==> config.mk <==
export PLATFORM = sky130hd
export DESIGN_NAME = cluster_count_monitor
export DESIGN_NICKNAME = d
export VERILOG_FILES = /design/src/rtl/cluster_pkg.sv /design/src/rtl/ccm_snapshot.sv /design/src/rtl/cluster_count_monitor.sv
export SDC_FILE = /design/constraint.sdc
export NUM_CORES = 1
export LEC_CHECK = 0
export ABC_CLOCK_PERIOD_IN_PS = 7500
export CAP_MARGIN = 25
export CORE_MARGIN = 5
export CORE_UTILIZATION = 40
export DETAILED_ROUTE_END_ITERATION = 8
export HOLD_SLACK_MARGIN = 0.12
export MAX_ROUTING_LAYER = met4
export PLACE_DENSITY_LB_ADDON = 0.05
export SETUP_SLACK_MARGIN = 0.02
export SLEW_MARGIN = 15
export SYNTH_ARGS = -nofsm -noshare
export SYNTH_HDL_FRONTEND = slang
export SYNTH_SLANG_ARGS = --single-unit
export TNS_END_PERCENT = 5
==> constraint.sdc <==
create_clock -name clock4x -period 7.5 [get_ports clock4x]
set_input_delay 1.125 -clock clock4x [delete_from_list [all_inputs] [get_ports clock4x]]
set_output_delay 1.125 -clock clock4x [all_outputs]
set_load 0.005 [all_outputs]
==> src/rtl/cluster_pkg.sv <==
// -----------------------------------------------------------------------------
// cluster_pkg
// Shared constants and types for the cluster count monitor slice.
//   CNT_W        : default width of the per-BX cluster count
//   MAX_CLUSTERS : default overflow threshold (counts strictly above it flag)
//   BX_PHASES    : fabric clock cycles per bunch crossing
//   state_t      : monitor FSM state (IDLE, ACCUM)
// -----------------------------------------------------------------------------
package cluster_pkg;

    localparam int CNT_W        = 8;
    localparam int MAX_CLUSTERS = 8;
    localparam int BX_PHASES    = 4;

    typedef enum logic {
        IDLE  = 1'b0,
        ACCUM = 1'b1
    } state_t;

endpackage : cluster_pkg

==> src/rtl/ccm_snapshot.sv <==
// -----------------------------------------------------------------------------
// ccm_snapshot
// Holds the per-window statistics snapshot handed to slow control and runs
// the valid/ack handshake plus the sticky lost-snapshot indication.
// Ports:
//   clock4x, reset_n   : fabric clock, asynchronous active-low reset
//   clear              : synchronous restart, drops valid and lost
//   close              : window closes this cycle, *_in carry final values
//   ovf_in/peak_in/sum_in : window statistics including the closing sample
//   snap_ack           : consumer has taken the snapshot
//   snap_valid         : snapshot registers hold unread data
//   snap_ovf/peak/sum  : snapshot contents
//   snap_lost          : sticky, a window closed over an unread snapshot
// -----------------------------------------------------------------------------
module ccm_snapshot #(
    parameter int CNT_W     = 8,
    parameter int SUM_W     = 20,
    parameter int OVF_CNT_W = 16
) (
    input  logic                 clock4x,
    input  logic                 reset_n,
    input  logic                 clear,
    input  logic                 close,
    input  logic [OVF_CNT_W-1:0] ovf_in,
    input  logic [CNT_W-1:0]     peak_in,
    input  logic [SUM_W-1:0]     sum_in,
    input  logic                 snap_ack,
    output logic                 snap_valid,
    output logic [OVF_CNT_W-1:0] snap_ovf,
    output logic [CNT_W-1:0]     snap_peak,
    output logic [SUM_W-1:0]     snap_sum,
    output logic                 snap_lost
);

    // NOTE: sequential state is written with non-blocking assignments only, so
    // every register samples pre-edge values regardless of statement order.
    always_ff @(posedge clock4x or negedge reset_n) begin
        if (!reset_n) begin
            snap_valid <= 1'b0;
            snap_lost  <= 1'b0;
            snap_ovf   <= '0;
            snap_peak  <= '0;
            snap_sum   <= '0;
        end else if (clear) begin
            snap_valid <= 1'b0;
            snap_lost  <= 1'b0;
        end else if (close) begin
            // An ack arriving together with the close frees the slot in time
            // for the new window, so nothing is lost.
            if (!snap_valid || snap_ack) begin
                snap_valid <= 1'b1;
                snap_ovf   <= ovf_in;
                snap_peak  <= peak_in;
                snap_sum   <= sum_in;
            end else begin
                snap_lost  <= 1'b1;
            end
        end else if (snap_ack && snap_valid) begin
            snap_valid <= 1'b0;
        end
    end

endmodule : ccm_snapshot

==> src/rtl/cluster_count_monitor.sv <==
// -----------------------------------------------------------------------------
// cluster_count_monitor
// Samples the per-BX cluster count once per bunch crossing, flags overflow
// BXs and accumulates per-window overflow count, peak and sum. At each window
// close a snapshot is published through ccm_snapshot.
// Ports:
//   clock4x, reset_n : fabric clock (4 cycles per BX), async active-low reset
//   bx0              : pulse marking phase 0 of a BX
//   cnt_in           : cluster count from the counter stage
//   enable           : accumulation enable (low discards the partial window)
//   clear            : synchronous restart of window and statistics
//   snap_ack         : slow control has taken the snapshot
//   ovf_flag         : overflow indication for the last sampled BX
//   window_done      : one-cycle pulse after the closing strobe
//   snap_*           : snapshot handshake and contents
// Build option:
//   CLUSTER_COUNT_MONITOR_OVF_STRETCH_EN : hold ovf_flag for STRETCH_BX
//   further strobes after the last overflow BX.
// -----------------------------------------------------------------------------
module cluster_count_monitor #(
    parameter int CNT_W        = cluster_pkg::CNT_W,
    parameter int MAX_CLUSTERS = cluster_pkg::MAX_CLUSTERS,
    parameter int SAMPLE_PHASE = 3,
    parameter int WINDOW_LOG2  = 12,
    parameter int OVF_CNT_W    = 16,
    parameter int STRETCH_BX   = 4
) (
    input  logic                         clock4x,
    input  logic                         reset_n,
    input  logic                         bx0,
    input  logic [CNT_W-1:0]             cnt_in,
    input  logic                         enable,
    input  logic                         clear,
    input  logic                         snap_ack,
    output logic                         ovf_flag,
    output logic                         window_done,
    output logic                         snap_valid,
    output logic [OVF_CNT_W-1:0]         snap_ovf,
    output logic [CNT_W-1:0]             snap_peak,
    output logic [CNT_W+WINDOW_LOG2-1:0] snap_sum,
    output logic                         snap_lost
);

    import cluster_pkg::*;

    localparam int SUM_W = CNT_W + WINDOW_LOG2;
    localparam int PH_W  = $clog2(BX_PHASES);

    // Phase tracking: bx0 defines the current cycle as phase 0, the register
    // carries the phase expected for the following cycle.
    logic [PH_W-1:0] phase;
    logic [PH_W-1:0] cur_phase;
    logic            strobe;

    assign cur_phase = bx0 ? '0 : phase;
    assign strobe    = (cur_phase == PH_W'(SAMPLE_PHASE));

    always_ff @(posedge clock4x or negedge reset_n) begin
        if (!reset_n) phase <= '0;
        else          phase <= cur_phase + 1'b1;
    end

    // Window accumulators
    state_t                 state;
    logic [WINDOW_LOG2-1:0] bx_idx;
    logic [SUM_W-1:0]       acc_sum;
    logic [CNT_W-1:0]       acc_peak;
    logic [OVF_CNT_W-1:0]   acc_ovf;

    logic                   is_ovf;
    logic                   accum_go;
    logic                   win_close;
    logic [WINDOW_LOG2-1:0] base_idx;
    logic [SUM_W-1:0]       next_sum;
    logic [CNT_W-1:0]       next_peak;
    logic [OVF_CNT_W-1:0]   next_ovf;

    assign is_ovf = (cnt_in > CNT_W'(MAX_CLUSTERS));

    // NOTE: every always_comb output gets a default first so no path leaves a
    // value unassigned and no latch is inferred.
    always_comb begin
        base_idx  = '0;
        next_sum  = SUM_W'(cnt_in);
        next_peak = cnt_in;
        next_ovf  = is_ovf ? OVF_CNT_W'(1) : '0;
        // IDLE holds the accumulators at zero, so the first strobe simply
        // loads the sample; ACCUM folds the sample into the running totals.
        if (state == ACCUM) begin
            base_idx  = bx_idx;
            next_sum  = acc_sum + SUM_W'(cnt_in);
            next_peak = (cnt_in > acc_peak) ? cnt_in : acc_peak;
            next_ovf  = (is_ovf && (acc_ovf != '1)) ? acc_ovf + 1'b1 : acc_ovf;
        end
    end

    assign accum_go  = strobe && enable && !clear;
    assign win_close = accum_go && (base_idx == '1);

    always_ff @(posedge clock4x or negedge reset_n) begin
        if (!reset_n) begin
            state       <= IDLE;
            bx_idx      <= '0;
            acc_sum     <= '0;
            acc_peak    <= '0;
            acc_ovf     <= '0;
            window_done <= 1'b0;
        end else begin
            window_done <= 1'b0;
            if (clear || !enable) begin
                state    <= IDLE;
                bx_idx   <= '0;
                acc_sum  <= '0;
                acc_peak <= '0;
                acc_ovf  <= '0;
            end else if (strobe) begin
                state <= ACCUM;
                if (win_close) begin
                    // Closing sample goes to the snapshot, totals restart.
                    window_done <= 1'b1;
                    bx_idx      <= '0;
                    acc_sum     <= '0;
                    acc_peak    <= '0;
                    acc_ovf     <= '0;
                end else begin
                    bx_idx   <= base_idx + 1'b1;
                    acc_sum  <= next_sum;
                    acc_peak <= next_peak;
                    acc_ovf  <= next_ovf;
                end
            end
        end
    end

    // Overflow flag, updated on every strobe independent of the FSM
`ifdef CLUSTER_COUNT_MONITOR_OVF_STRETCH_EN
    localparam int STR_W = $clog2(STRETCH_BX + 1);
    logic [STR_W-1:0] stretch_cnt;

    always_ff @(posedge clock4x or negedge reset_n) begin
        if (!reset_n) begin
            ovf_flag    <= 1'b0;
            stretch_cnt <= '0;
        end else if (strobe) begin
            if (is_ovf) begin
                ovf_flag    <= 1'b1;
                stretch_cnt <= STR_W'(STRETCH_BX);
            end else if (stretch_cnt != '0) begin
                ovf_flag    <= 1'b1;
                stretch_cnt <= stretch_cnt - 1'b1;
            end else begin
                ovf_flag    <= 1'b0;
            end
        end
    end
`else
    always_ff @(posedge clock4x or negedge reset_n) begin
        if (!reset_n)    ovf_flag <= 1'b0;
        else if (strobe) ovf_flag <= is_ovf;
    end
`endif

    ccm_snapshot #(
        .CNT_W     (CNT_W),
        .SUM_W     (SUM_W),
        .OVF_CNT_W (OVF_CNT_W)
    ) u_snapshot (
        .clock4x    (clock4x),
        .reset_n    (reset_n),
        .clear      (clear),
        .close      (win_close),
        .ovf_in     (next_ovf),
        .peak_in    (next_peak),
        .sum_in     (next_sum),
        .snap_ack   (snap_ack),
        .snap_valid (snap_valid),
        .snap_ovf   (snap_ovf),
        .snap_peak  (snap_peak),
        .snap_sum   (snap_sum),
        .snap_lost  (snap_lost)
    );

endmodule : cluster_count_monitor
==> reports/metrics.csv, run 1 <==
stage,metric,value,unit
drt,via count,5221,
synthesis,Yosys reg bits,107,
grt,initial antenna violation count,0,
grt,first-pass GRT wire length,26800,um
sta,Setup TNS,0,ns
hold_path,class of the worst hold path,register to register,
drt,Detailed Routing Iterations Pass 1,5,
synthesis,Syn Std Cell Area,5990,um2
drt,"antenna viol nets, final",0,
clocking,# resized after CTS,0,
die,core area,14600,um2
drt,DRC violations left,0,
pwr,pwr dens,163,nW/um2
die,starting density of the core,0.410,
synthesis,post-synthesis xor/xnor area fraction,0.0351,
sta,Fin Clk Skew,0.0107,ns
cells_and_area,"most common cell after layout, fill and taps aside",dfrtp_1,
synthesis,Synthesized Nets,696,
synthesis,synth warn,0,
clocking,clk root buf,clkbuf_16,
cells_and_area,nets,743,
synthesis,cell taking the most area after synthesis,dfrtp_1,
synthesis,adder-cell share of the synthesized area,0.0431,
sta,fin. max-slew vios,0,
clocking,cts bufs inserted,9,
synthesis,post-synthesis simple-gate area fraction,0.218,
status,status,"finished, final reports clean",
worst_setup_path,startpoint class of the critical path,input port,
clocking,post-CTS setup buffers,0,
sta,Setup Viol. Count Final,0,
sta,Final Hold Vio Count,0,
die,Die W,132,um
clocking,Max H-tree Level,3,
die,FP Rows,44,
grt,number of global-route vias before repair,5044,
placed_design,GPL Wtd Cong,0.889,
worst_setup_path,Critical Path RT,7.78,ns
sta,Worst Tran Pin Value,0.985,ns
placed_design,placed cells,881,
grt,Global Route Usage Sum,0.192,
synthesis,Post-synth EDFFs,0,
clocking,clk sinks,107,
pwr,combinational group share of total power,0.062,
synthesis,area share of the largest cell type after synthesis,0.447,
clocking,post-cts hold buffer count,0,
synthesis,ys async rst share,1.00,
die,die height,132,um
die,die area,17500,um2
pwr,Net Sw Frac,0.226,
synthesis,largest family of logic cells by synthesized area,simple AND/OR/NAND/NOR gates,
synthesis,Most used DFF post-synth,dfrtp_1,
grt,grt ovf,0,
sta,unrepaired setup endpoints after global routing,false,
sta,max_slew headroom,0.342,
worst_setup_path,Worst EP arrival,3.96,ns
pwr,clock share of power,0.433,
clocking,clk_lat worst skew,0.35,ns
cells_and_area,most frequent cells in the layout,"dfrtp_1, nand2_1, clkdlybuf4s50_1",
cells_and_area,layout cell share with drive strength beyond 1,0.0534,
grt,pin count of the biggest net entering global routing,72,
sta,Tmin final,3.67,ns
cells_and_area,antenna cells,0,
synthesis,synth top area cells,"dfrtp_1, nand2_1, o21ai_0, ha_1, nand3_1",
job,maxcap violations,0,
sta,Final period util,0.490,
pwr,Max VDD drop,0.0000968,V
placed_design,Post-DP HPWL,11300,um
worst_setup_path,Setup CP Type,input port to register,
die,Ports,62,
synthesis,Avg Synthesized Cell Area,9.04,um2
pwr,Overall Power,0.00115,W
pwr,cell internal pwr,0.000893,W
synthesis,mux contribution to synthesized area,0.0192,
placed_design,IO buf count,61,
synthesis,"Distinct cells, synth",56,
clocking,CTS tree,done,
cells_and_area,Area growth syn-to-layout,17.8,%
drt,Routed Wire Length,16200,um
worst_setup_path,maximum fanout along the worst path,28,
worst_setup_path,critical path endpoint category,register,
pwr,leakage power,2.92,nW
drt,DR WL/cell,18.0,um
drt,DR iter-0 viols,351,
clocking,Clock transition at path regs,0.07,ns
clocking,Max clock buf depth,2,
drt,via/cell ratio,5.83,
synthesis,post-synthesis sequential area ratio,0.447,
sta,fmax,272,MHz
pwr,Reg power frac,0.506,
synthesis,Synth Area in Compound Gates,0.186,
cells_and_area,Final Non-Filler Cells,896,
synthesis,Mapped Cells,662,
pwr,sw power,0.000260,W
[stage by stage]
| step | worst slack [ns] | util | area, um2 | hold slack [ns] |
|---|---|---|---|---|
| 3_5_place_dp | 3.47 | 0.461 | 6730 | 0.432 |
| 3_3_place_gp | 3.46 | 0.460 | 6710 | 0.426 |
| 6_report | 3.83 | 0.483 | 7050 | 0.447 |
| 4_1_cts | 3.83 | 0.482 | 7030 | 0.448 |
| 5_1_grt | 3.61 | 0.483 | 7050 | 0.474 |
| 2_1_floorplan | 4.66 | - | 5990 | 0.409 |
[cell type report]
class                   instances  area, um2
fillers                      1372       7540
multi-input cells             484       3010
flip-flops and latches        107       2680
repair buffers                 69        696
clock buffers                  11        233
well taps                     184        230
inverters                      38        143
clock inverters                 3       65.1
[flip-flops by register name, summed over array words and instances, names as in the netlist]
| signal | count |
|---|---|
| u_snapshot.snap_peak | 8 |
| u_snapshot.snap_lost | 1 |
| ovf_flag | 1 |
| u_snapshot.snap_ovf | 16 |
| state | 1 |
| u_snapshot.snap_valid | 1 |
| window_done | 1 |
| acc_sum | 20 |
| u_snapshot.snap_sum | 20 |
| acc_peak | 8 |
| acc_ovf | 16 |
| bx_idx | 12 |
| phase | 2 |
[power by group through the flow]
stage	Clock, W	Combinational, W	Sequential [W]
3_5_place_dp	0	0.0000702	0.000594
6_report	0.000499	0.0000711	0.000583
3_3_place_gp	0	0.0000691	0.000594
5_1_grt	0.000535	0.0000803	0.000583
2_1_floorplan	0	0.0000331	0.000593
4_1_cts	0.000516	0.0000705	0.000583
[critical path: stages]
cell             delay, ns
clkdlybuf4s50_1       0.43
nand2b_1              0.16
inv_1                 0.06
ha_1                  0.29
nand3b_1              0.20
nor3_1                0.26
nand2_1               0.51
buf_4                 0.44
or3_1                 0.38
nand3_1               0.08
[synth_stat cells (18+ instances only)]
cell	instances
nand4_1	18
a21oi_1	33
nor2_1	21
o21ai_0	56
inv_1	38
clkbuf_1	20
ha_1	19
dfrtp_1	107
or3_1	19
nand2_1	95
xnor2_1	18
nand3_1	40
[logic make-up after synthesis]
family                     Yosys count
and+or+nand+nor                    256
AOI/OAI and AO/OA                  173
muxes                               11
xor gates and xnor gates            24
DFF                                107
buffers and inverters               71
adders and majority gates           20
[path summary, 6_finish.rpt]
check                         start                 endpoint  slack (ns)  cells after the start
hold / removal             phase[0]                 phase[0]        0.45                      1
setup reg to reg              state   u_snapshot.snap_ovf[0]        4.71                      7
hold reg to reg            phase[0]                 phase[0]        0.45                      1
max in group asynchronous   reset_n   u_snapshot.snap_sum[4]        5.73                      3
setup / recovery                bx0  u_snapshot.snap_ovf[15]        3.83                     10
min in group asynchronous   reset_n              acc_peak[3]        0.73                      1
[routing by layer]
layer | vias up | share of wire | track usage
met4 | 0 | 0.012 | 0.0503
met1 | 2589 | 0.47 | 0.261
met5 | - | 0 | -
li1 | 2498 | - | -
met3 | 14 | 0.040 | 0.0332
met2 | 120 | 0.47 | 0.297
No activity file was read; power rests on OpenSTA's default activity.
==> run 2, diff against run 1 <==
Settings changed: ABC_CLOCK_PERIOD_IN_PS 7500 to 3500.
Clock period 7.5 ns to 3.5 ns, I/O delays scaled along.
==> run 2 against run 1 <==
Sequential power grew 110%; combinational power increased by 120%; routed wire length is 1.7% higher; hold slack got worse by 0.24 ns; core utilization grew 0.30 points; cell count grew 1.3%; register-to-register slack lost 3.7 ns; first-iteration DRC count rose by 32%; clock skew is 0.0030 ns lower; critical endpoint is now acc_peak[4].
==> reports/metrics.csv, run 2 (same netlist as run 1, synthesis figures left out) <==
stage,metric,value,unit,change
status,status,"finished, final reports clean",,
die,starting density of the core,0.410,,unchanged
die,FP Rows,44,,unchanged
die,Ports,62,,unchanged
worst_setup_path,reg2reg setup slack,1.00,ns,-3.71 ns
sta,Worst Slack Setup Final,0.615,ns,-3.21 ns
clocking,clk sinks,107,,unchanged
clocking,cts bufs inserted,9,,unchanged
clocking,clk_lat worst skew,0.36,ns,about the same
die,core area,14600,um2,unchanged
sta,Fin Clk Skew,0.00768,ns,-0.00304 ns
pwr,leakage power,2.95,nW,+1.0%
drt,via/cell ratio,5.72,,-1.8%
cells_and_area,"most common cell after layout, fill and taps aside",dfrtp_1,,
drt,via count,5196,,-0.48%
clocking,Max H-tree Level,3,,unchanged
drt,DRC violations left,0,,unchanged
sta,max_slew headroom,0.515,,+0.173
worst_setup_path,startpoint class of the critical path,input port,,
clocking,# resized after CTS,0,,unchanged
cells_and_area,biggest regs,"acc_sum x20, u_snapshot.snap_sum x20",,
drt,DR iter-0 viols,465,,+32%
clocking,post-CTS setup buffers,0,,unchanged
worst_setup_path,critical-path cell list,"clkdlybuf4s50_1, ha_1, o21ai_0, o21ai_2, and3b_1, nor2_1, o221ai_1",,
worst_setup_path,Worst EP arrival,3.09,ns,-0.87 ns
cells_and_area,nets,753,,+1.3%
cells_and_area,layout cell share with drive strength beyond 1,0.0704,,+0.0171
sta,Tmin final,2.89,ns,
sta,unrepaired setup endpoints after global routing,false,,
sta,Final Hold Vio Count,0,,unchanged
worst_setup_path,Crit path largest cell delay,0.61,ns,+0.10 ns
sta,Final period util,0.824,,
worst_setup_path,maximum fanout along the worst path,10,,-64%
cells_and_area,antenna cells,0,,unchanged
pwr,pwr dens,337,nW/um2,+110%
cells_and_area,Filler cells,1360,,-0.87%
grt,grt ovf,0,,unchanged
worst_setup_path,worst-path cell with the longest stage delay,clkdlybuf4s50_1,,
cells_and_area,Multi-input gate area,3010,um2,unchanged
clocking,Max clock buf depth,2,,unchanged
sta,fmax,347,MHz,
sta,fin. max-slew vios,0,,unchanged
worst_setup_path,critical path endpoint category,register,,
die,die height,132,um,unchanged
cells_and_area,register area,2680,um2,unchanged
grt,pin count of the biggest net entering global routing,56,,-22%
die,Die W,132,um,unchanged
cells_and_area,Area growth syn-to-layout,18.6,%,
clocking,clk root buf,clkbuf_16,,
drt,"antenna viol nets, final",0,,unchanged
grt,initial antenna violation count,0,,unchanged
clocking,post-cts hold buffer count,0,,unchanged
placed_design,IO buf count,61,,unchanged
job,maxcap violations,0,,unchanged
placed_design,pre-CTS setup slack,0.256,ns,-3.21 ns
cells_and_area,most frequent cells in the layout,"dfrtp_1, nand2_1, clkdlybuf4s50_1",,
clocking,Clock transition at path regs,0.07,ns,about the same
placed_design,GPL Wtd Cong,0.921,,+3.5%
sta,Setup TNS,0,ns,unchanged
drt,DR WL/cell,18.1,um,+0.34%
grt,first-pass GRT wire length,27400,um,+2.4%
placed_design,Post-DP HPWL,11700,um,+3.9%
grt,Global Route Usage Sum,0.198,,+0.00599
grt,number of global-route vias before repair,5145,,+2.0%
drt,Routed Wire Length,16400,um,+1.7%
worst_setup_path,Critical Path RT,3.70,ns,-4.08 ns
die,die area,17500,um2,unchanged
drt,Detailed Routing Iterations Pass 1,5,,unchanged
sta,Setup Viol. Count Final,0,,unchanged
hold_path,class of the worst hold path,input port to async pin,,
worst_setup_path,Setup CP Type,input port to register,,
pwr,Max VDD drop,0.000291,V,+200%
clocking,CTS tree,done,,
sta,Worst Tran Pin Value,0.728,ns,-0.256 ns
-- run 2: changes by cell type in the layout (fill, tap and decap cells not counted), sizes merged --
cell	change
buf	+10
clkbuf	+1
bufinv	-2
clkinv	+1
clkinvlp	+2
-- run 2: where the power goes --
group	leakage, nW	total [W]	internal (W)	switching, W
registers	1.48	0.00125	0.00124	0.00000671
clock network	0.135	0.000984	0.000520	0.000464
logic	1.33	0.000155	0.0000529	0.000102
-- run 2: path summary, 6_finish.rpt --
path | startpoint | endpoint | cells past startpoint
setup reg to reg | acc_peak[6] | acc_peak[4] | 7
max in group asynchronous | reset_n | u_snapshot.snap_sum[14] | 2
min in group clock4x | phase[0] | phase[0] | 1
setup / recovery | cnt_in[7] | acc_peak[4] | 7
hold reg to reg | phase[0] | phase[0] | 1
hold / removal | reset_n | u_snapshot.snap_peak[3] | 1
-- run 2: final cells by class --
| cell class | count | share of cell area |
|---|---|---|
| multi-input cells | 484 | 0.424 |
| flip-flops and latches | 107 | 0.377 |
| repair buffers | 79 | 0.106 |
| clock buffers | 12 | 0.0361 |
| well taps | 184 | 0.0324 |
| inverters | 38 | 0.0201 |
| clock inverters | 4 | 0.00353 |
-- run 2: through the flow --
step / cell area, um2 / power [W] / util / hold WS (ns) / cells
finish: 7100 / 0.00239 / 0.486 / 0.209 / 908
global route: 7100 / 0.00250 / 0.486 / 0.272 / 908
CTS: 7100 / 0.00243 / 0.486 / 0.241 / 908
detailed placement: 6820 / 0.00143 / 0.467 / 0.431 / 892
global placement: 6820 / 0.00143 / 0.467 / 0.432 / 892
floorplan: 5990 / 0.00134 / - / 0.229 / 662
-- run 2: layer usage --
metal | track usage | wire (um) | up-vias
met5 | - | 0 | -
met3 | 0.0477 | 811 | 20
met1 | 0.257 | 7540 | 2518
li1 | - | - | 2521
met4 | 0.0503 | 227 | 0
met2 | 0.311 | 7850 | 137
-- run 2: critical path, delay by kind of cell --
kind	cells	cell delay, ns
AOI/OAI and AO/OA	3	0.68
adders and majority gates	1	0.40
buffers and inverters	1	0.61
and+or+nand+nor	2	0.87
